**src/rtl/bju_issue_ctrl.sv**
```systemverilog
// In-order issue controller for the branch/jump unit: small op FIFO, one
// registered execute stage, link writeback and a held redirect to the frontend.
module bju_issue_ctrl #(
  parameter int DEPTH     = 4,
  parameter int ROB_IDX_W = 6,
  parameter int SRC_W     = 64,
  parameter int PC_W      = 48,
  parameter int CX_W      = 6
) (
  input  logic                 clock,
  input  logic                 reset_n,
  input  logic                 flush_valid,
  input  logic                 enq_valid,
  output logic                 enq_ready,
  input  logic [SRC_W-1:0]     enq_src1,
  input  logic [SRC_W-1:0]     enq_src2,
  input  logic [SRC_W-1:0]     enq_imm,
  input  logic [PC_W-1:0]      enq_pc,
  input  logic [CX_W-1:0]      enq_cx_type,
  input  logic                 enq_is_unsigned,
  input  logic [ROB_IDX_W-1:0] enq_robidx,
  output logic                 bju_valid,
  output logic [SRC_W-1:0]     bju_src1,
  output logic [SRC_W-1:0]     bju_src2,
  output logic [SRC_W-1:0]     bju_imm,
  output logic [PC_W-1:0]      bju_pc,
  output logic [CX_W-1:0]      bju_cx_type,
  output logic                 bju_is_unsigned,
  input  logic [SRC_W-1:0]     bju_dest,
  input  logic                 bju_redirect_valid,
  input  logic [PC_W-1:0]      bju_redirect_target,
  output logic                 wb_valid,
  output logic [SRC_W-1:0]     wb_dest,
  output logic [ROB_IDX_W-1:0] wb_robidx,
  output logic                 redir_valid,
  output logic [PC_W-1:0]      redir_target,
  output logic [ROB_IDX_W-1:0] redir_robidx,
  input  logic                 redir_ready
);
  localparam int AW = $clog2(DEPTH);

  typedef struct packed {
    logic [SRC_W-1:0]     src1;
    logic [SRC_W-1:0]     src2;
    logic [SRC_W-1:0]     imm;
    logic [PC_W-1:0]      pc;
    logic [CX_W-1:0]      cx;
    logic                 uns;
    logic [ROB_IDX_W-1:0] rob;
  } uop_t;

  typedef enum logic {RUN, REDIR_WAIT} state_e;

  state_e               state_q, state_d;
  uop_t                 mem_q [DEPTH];
  logic [AW:0]          wr_ptr_q, rd_ptr_q;
  uop_t                 ex_q;
  logic                 ex_vld_q;
  logic                 wb_vld_q;
  logic [SRC_W-1:0]     wb_dest_q;
  logic [ROB_IDX_W-1:0] wb_rob_q;
  logic [PC_W-1:0]      rtgt_q;
  logic [ROB_IDX_W-1:0] rrob_q;

  logic empty, full, redir_det, issue, enq_fire;
  uop_t enq_op;

  assign empty     = (wr_ptr_q == rd_ptr_q);
  assign full      = ((wr_ptr_q ^ rd_ptr_q) == {1'b1, {AW{1'b0}}});
  assign redir_det = ex_vld_q & bju_redirect_valid;
  assign enq_fire  = enq_valid & enq_ready;
  assign enq_op    = '{src1: enq_src1, src2: enq_src2, imm: enq_imm, pc: enq_pc,
                       cx: enq_cx_type, uns: enq_is_unsigned, rob: enq_robidx};

  // FSM: state register
  always_ff @(posedge clock) begin
    if (!reset_n) state_q <= RUN;
    else          state_q <= state_d;
  end

  // FSM: next state; flush wins over everything
  always_comb begin
    state_d = state_q;
    if (flush_valid) state_d = RUN;
    else begin
      case (state_q)
        RUN:        if (redir_det)   state_d = REDIR_WAIT;
        REDIR_WAIT: if (redir_ready) state_d = RUN;
        default:    state_d = RUN;
      endcase
    end
  end

  // FSM: outputs
  always_comb begin
    enq_ready   = (state_q == RUN) & ~full & ~flush_valid;
    redir_valid = (state_q == REDIR_WAIT);
    issue       = (state_q == RUN) & ~empty & ~redir_det & ~flush_valid;
  end

  // Everything left in the FIFO is younger than a redirecting op, so a
  // redirect empties it outright (including any op enqueued this cycle).
  always_ff @(posedge clock) begin
    if (!reset_n) begin
      wr_ptr_q <= '0;
      rd_ptr_q <= '0;
    end else if (flush_valid | redir_det) begin
      wr_ptr_q <= '0;
      rd_ptr_q <= '0;
    end else begin
      if (enq_fire) wr_ptr_q <= wr_ptr_q + (AW+1)'(1);
      if (issue)    rd_ptr_q <= rd_ptr_q + (AW+1)'(1);
    end
  end

  always_ff @(posedge clock) begin
    if (enq_fire) mem_q[wr_ptr_q[AW-1:0]] <= enq_op;
  end

  always_ff @(posedge clock) begin
    if (!reset_n) begin
      ex_vld_q <= 1'b0;
      ex_q     <= '0;
    end else begin
      ex_vld_q <= issue;
      if (issue) ex_q <= mem_q[rd_ptr_q[AW-1:0]];
    end
  end

  // BJU is combinational: the ex op always completes, and writes back unless flushed.
  always_ff @(posedge clock) begin
    if (!reset_n) begin
      wb_vld_q  <= 1'b0;
      wb_dest_q <= '0;
      wb_rob_q  <= '0;
    end else begin
      wb_vld_q <= ex_vld_q & ~flush_valid;
      if (ex_vld_q) begin
        wb_dest_q <= bju_dest;
        wb_rob_q  <= ex_q.rob;
      end
    end
  end

  always_ff @(posedge clock) begin
    if (!reset_n) begin
      rtgt_q <= '0;
      rrob_q <= '0;
    end else if ((state_q == RUN) & redir_det & ~flush_valid) begin
      rtgt_q <= bju_redirect_target;
      rrob_q <= ex_q.rob;
    end
  end

  assign bju_valid       = ex_vld_q;
  assign bju_src1        = ex_q.src1;
  assign bju_src2        = ex_q.src2;
  assign bju_imm         = ex_q.imm;
  assign bju_pc          = ex_q.pc;
  assign bju_cx_type     = ex_q.cx;
  assign bju_is_unsigned = ex_q.uns;
  assign wb_valid        = wb_vld_q;
  assign wb_dest         = wb_dest_q;
  assign wb_robidx       = wb_rob_q;
  assign redir_target    = rtgt_q;
  assign redir_robidx    = rrob_q;

endmodule

```
**config.mk**
```make
export PLATFORM = sky130hd
export DESIGN_NAME = bju_issue_ctrl
export DESIGN_NICKNAME = d
export VERILOG_FILES = /design/src/rtl/bju_issue_ctrl.sv
export SDC_FILE = /design/constraint.sdc
export NUM_CORES = 2
export LEC_CHECK = 0
export CAP_MARGIN = 5
export CORE_UTILIZATION = 55
export CTS_BUF_LIST = sky130_fd_sc_hd__clkbuf_2 sky130_fd_sc_hd__clkbuf_4 sky130_fd_sc_hd__clkbuf_8
export DETAILED_ROUTE_END_ITERATION = 6
export GPL_ROUTABILITY_DRIVEN = 1
export PLACE_DENSITY = 0.81
export SLEW_MARGIN = 10
export SYNTH_ARGS = -nofsm -noshare
export SYNTH_HDL_FRONTEND = slang
export SYNTH_SLANG_ARGS = --single-unit
export TNS_END_PERCENT = 100
```
**constraint.sdc**
```tcl
create_clock -name clock -period 17.15 [get_ports clock]
set_input_delay 3.43 -clock clock [delete_from_list [all_inputs] [get_ports clock]]
set_output_delay 3.43 -clock clock [all_outputs]
set_load 0.02 [all_outputs]
```
==> flow_summary.rst <==
.. list-table::
   :header-rows: 1

   * - Metric
     - Value
   * - Status
     - completed
   * - Total of hold buffers inserted after clock tree synthesis
     - 0
   * - Total clock buffers created by CTS
     - 212
   * - Final min period
     - 8425 ps
   * - Maximum root-to-sink buffer count
     - 3
   * - Num rows
     - 113
   * - Final setup violating endpoints
     - 0
   * - Leading cell type in the layout, fill and taps excluded
     - sky130_fd_sc_hd__edfxtp_1
   * - Max cap viols
     - 0
   * - Area fraction of the dominant cell type after synthesis
     - 56.87%
   * - Clock slew seen by the registers of the worst setup and hold paths
     - 60 ps
   * - Area of the die
     - 0.09840 mm2
   * - Number of DRC markers after the initial detailed-route iteration
     - 2168
   * - Max Slew Vio Count
     - 0
   * - Chip height
     - 313.7 um
   * - Fmax
     - 0.1187 GHz
   * - Count of buffers added by post-CTS timing repair for setup
     - 0
   * - Critical setup path kind
     - in -> out
   * - Clock insertion delay at the later pin of the skew report
     - 870 ps
   * - # nets final
     - 4134
   * - Clock Sinks
     - 1398
   * - H-Tree Depth
     - 4
   * - Remaining number of nets flagged by the antenna check after routing
     - 0
   * - Total global-route track usage
     - 25.50%
   * - Leakage power total
     - 22.53 nW
   * - Highest Signal Layer
     - met5
   * - Clock tree from TritonCTS
     - yes
   * - Ys Warns
     - 0
   * - TNS Setup
     - 0 ps
   * - Cell area after technology mapping
     - 0.05343 mm2
   * - Post-route clock period utilization
     - 49.13%
   * - Worst slew pin tran
     - 1100 ps
   * - DR WL/cell
     - 24.15 um
   * - Most area-hungry cell type in the Yosys netlist
     - sky130_fd_sc_hd__edfxtp_1
   * - Met2 routed wirelength
     - 65830 um
   * - Routed vias
     - 28.48k
   * - Met3 WL post-DR
     - 9837 um
   * - Routability cong.
     - 0.8833
   * - Syn Area/Cell
     - 16.77 um2
   * - Initial antenna violation count
     - 39
   * - Cell count after synthesis
     - 3187
   * - Leading cell types by total area after synthesis
     - sky130_fd_sc_hd__edfxtp_1 (57%), sky130_fd_sc_hd__dfxtp_1 (14%), sky130_fd_sc_hd__mux4_2 (11%), sky130_fd_sc_hd__mux2i_1 (6.1%), sky130_fd_sc_hd__nand2_1 (4.3%)
   * - Count of final hold-check violations
     - 0
   * - Placeable Area
     - 0.09558 mm2
   * - Class of the tightest hold or removal check
     - reg -> reg
   * - Relative slew slack
     - 26.69%
   * - Setup crit start kind
     - primary input
   * - FF+latch count, synth
     - 1398
   * - Number of global-route vias before repair
     - 29.16k
   * - Number of resized instances in the post-cts repair step
     - 0
   * - Worst-case clock skew
     - 58.39 ps
   * - Number of nets in the synthesized netlist
     - 3563
   * - Critical path fanouts, max
     - 7
   * - Setup repair after global routing missed its margin
     - no
   * - Relative area change from synthesis to final layout
     - 20.38%
   * - Overall power
     - 0.006835 W
   * - Post-DR vias/cell
     - 5.436
   * - Port Buffers
     - 745
   * - First-pass GRT wire length
     - 183300 um
   * - Worst Setup End Kind
     - output pin
   * - Maximum number of pins on one net before global-route repair
     - 168
   * - Layout cells sized above 1
     - 16.91%
   * - Gr ovfl total
     - 0
   * - Root buf cell
     - sky130_fd_sc_hd__clkbuf_8
   * - Met1 routed wirelength after detailed routing
     - 42610 um
   * - Pre-antenna DRT Iters
     - 5
   * - DP HPWL
     - 82260 um
   * - Boundary pin count
     - 746
   * - Total power per unit cell area
     - 106.3 mW/mm2
   * - Worst Path Arrival
     - 5000 ps
   * - Leading cell types in the layout, fill and taps excluded
     - sky130_fd_sc_hd__edfxtp_1 (1012), sky130_fd_sc_hd__clkdlybuf4s50_1 (744), sky130_fd_sc_hd__nand2_1 (616)
   * - Required time of the critical path
     - 13720 ps
   * - DRC
     - 0
   * - Initial core utilization
     - 55.91%
   * - Die width
     - 313.7 um
   * - Number of distinct standard cells referenced by the synthesized netlist
     - 37
   * - Share of synthesized area occupied by flip-flops and latches
     - 71.34%
   * - Maximum resistive drop on vdd
     - 0.07998 mV
   * - Total Wirelength
     - 126600 um
## critical path, cell delays in order
cell and delay (ps):
sky130_fd_sc_hd__clkdlybuf4s50_1 570, sky130_fd_sc_hd__a311oi_1 330, sky130_fd_sc_hd__clkdlybuf4s50_1 660
## report_power, final
group | leakage (nW) | total, W | switching [W] | internal [W]
Clock | 2.39 | 0.00281 | 0.00126 | 0.00156
Sequential | 12.3 | 0.00370 | 0.0000225 | 0.00368
Combinational | 7.83 | 0.000324 | 0.000161 | 0.000162
Total | 22.5 | 0.00684 | 0.00144 | 0.00539
## area by class of cell
| class | instances | area (um2) |
|---|---|---|
| antenna | 30 | 75.07 |
| clock inverter | 70 | 529.3 |
| multi-input combinational | 1362 | 12230 |
| tap | 1265 | 1583 |
| timing repair buffer | 780 | 7787 |
| clock buffer | 331 | 3968 |
| fill | 6237 | 31260 |
| sequential | 1398 | 38130 |
| inverter | 4 | 17.52 |
## Yosys cell counts (all sizes together)
master and n:
edfxtp 1012, nand2 616, dfxtp 386, buf 346, mux2i 328, mux4 253
clkbuf 77, nor2 71, a21oi 54, nand3 7, ha 5, and2 4
inv 4, nand3b 3, xor2 3, a311oi 2, a31oi 2, o311ai 2
xnor2 2, a211oi 1, mux2 1, nand2b 1, nand4bb 1, nor2b 1
nor3 1, nor4bb 1, o31ai 1, or3b 1, or4b 1
## per-stage QoR
| stage | hold slack (ps) | setup WS [ps] | util (%) | cell area, um2 | std cells |
|---|---|---|---|---|---|
| 6_report | 452.4 | 8725 | 67.30 | 64320 | 5240 |
| 2_1_floorplan | 438.4 | 1867 | - | 53430 | 3187 |
| 3_3_place_gp | 443.2 | 8801 | 62.51 | 59750 | 4809 |
| 3_5_place_dp | 445.4 | 8747 | 62.51 | 59750 | 4809 |
| 5_1_grt | 464.2 | 8690 | 67.29 | 64310 | 5237 |
| 4_1_cts | 454.0 | 8738 | 67.22 | 64250 | 5210 |
## logic make-up after synthesis
kind of cell | count (synthesis) | synth area share, %
compound gates | 62 | 0.6697
xor+xnor | 5 | 0.09603
fa+ha+maj | 5 | 0.1171
buf+inv | 427 | 5.863
flops | 1398 | 71.34
mux | 582 | 16.83
simple gates | 708 | 5.088
## path summary, 6_finish.rpt
kind                     from               end  slack, ps  cells past startpoint
max               flush_valid         enq_ready       8720                      3
min          redir_target[42]  redir_target[42]        450                      2
max reg2reg       rd_ptr_q[1]     mem_q[1][203]      12480                      6
min reg2reg  redir_target[42]  redir_target[42]        450                      2
## sequential cells by signal (all words and copies together) (netlist names)
signal           count
mem_q             1012
rd_ptr_q             3
bju_cx_type          6
bju_src2            64
bju_imm             64
redir_robidx         6
bju_pc              48
bju_valid            1
bju_src1            64
wb_valid             1
redir_target        48
wb_robidx            6
bju_is_unsigned      1
wb_dest             64
ex_q                 6
redir_valid          1
wr_ptr_q             3
## per-layer routing
metal,up-vias,global-route usage (%)
li1,12789,-
met1,14309,27.47
met2,1083,43.21
met3,286,7.329
met4,16,18.06
met5,-,0
Note: power is estimated with default switching activity, not from simulation.
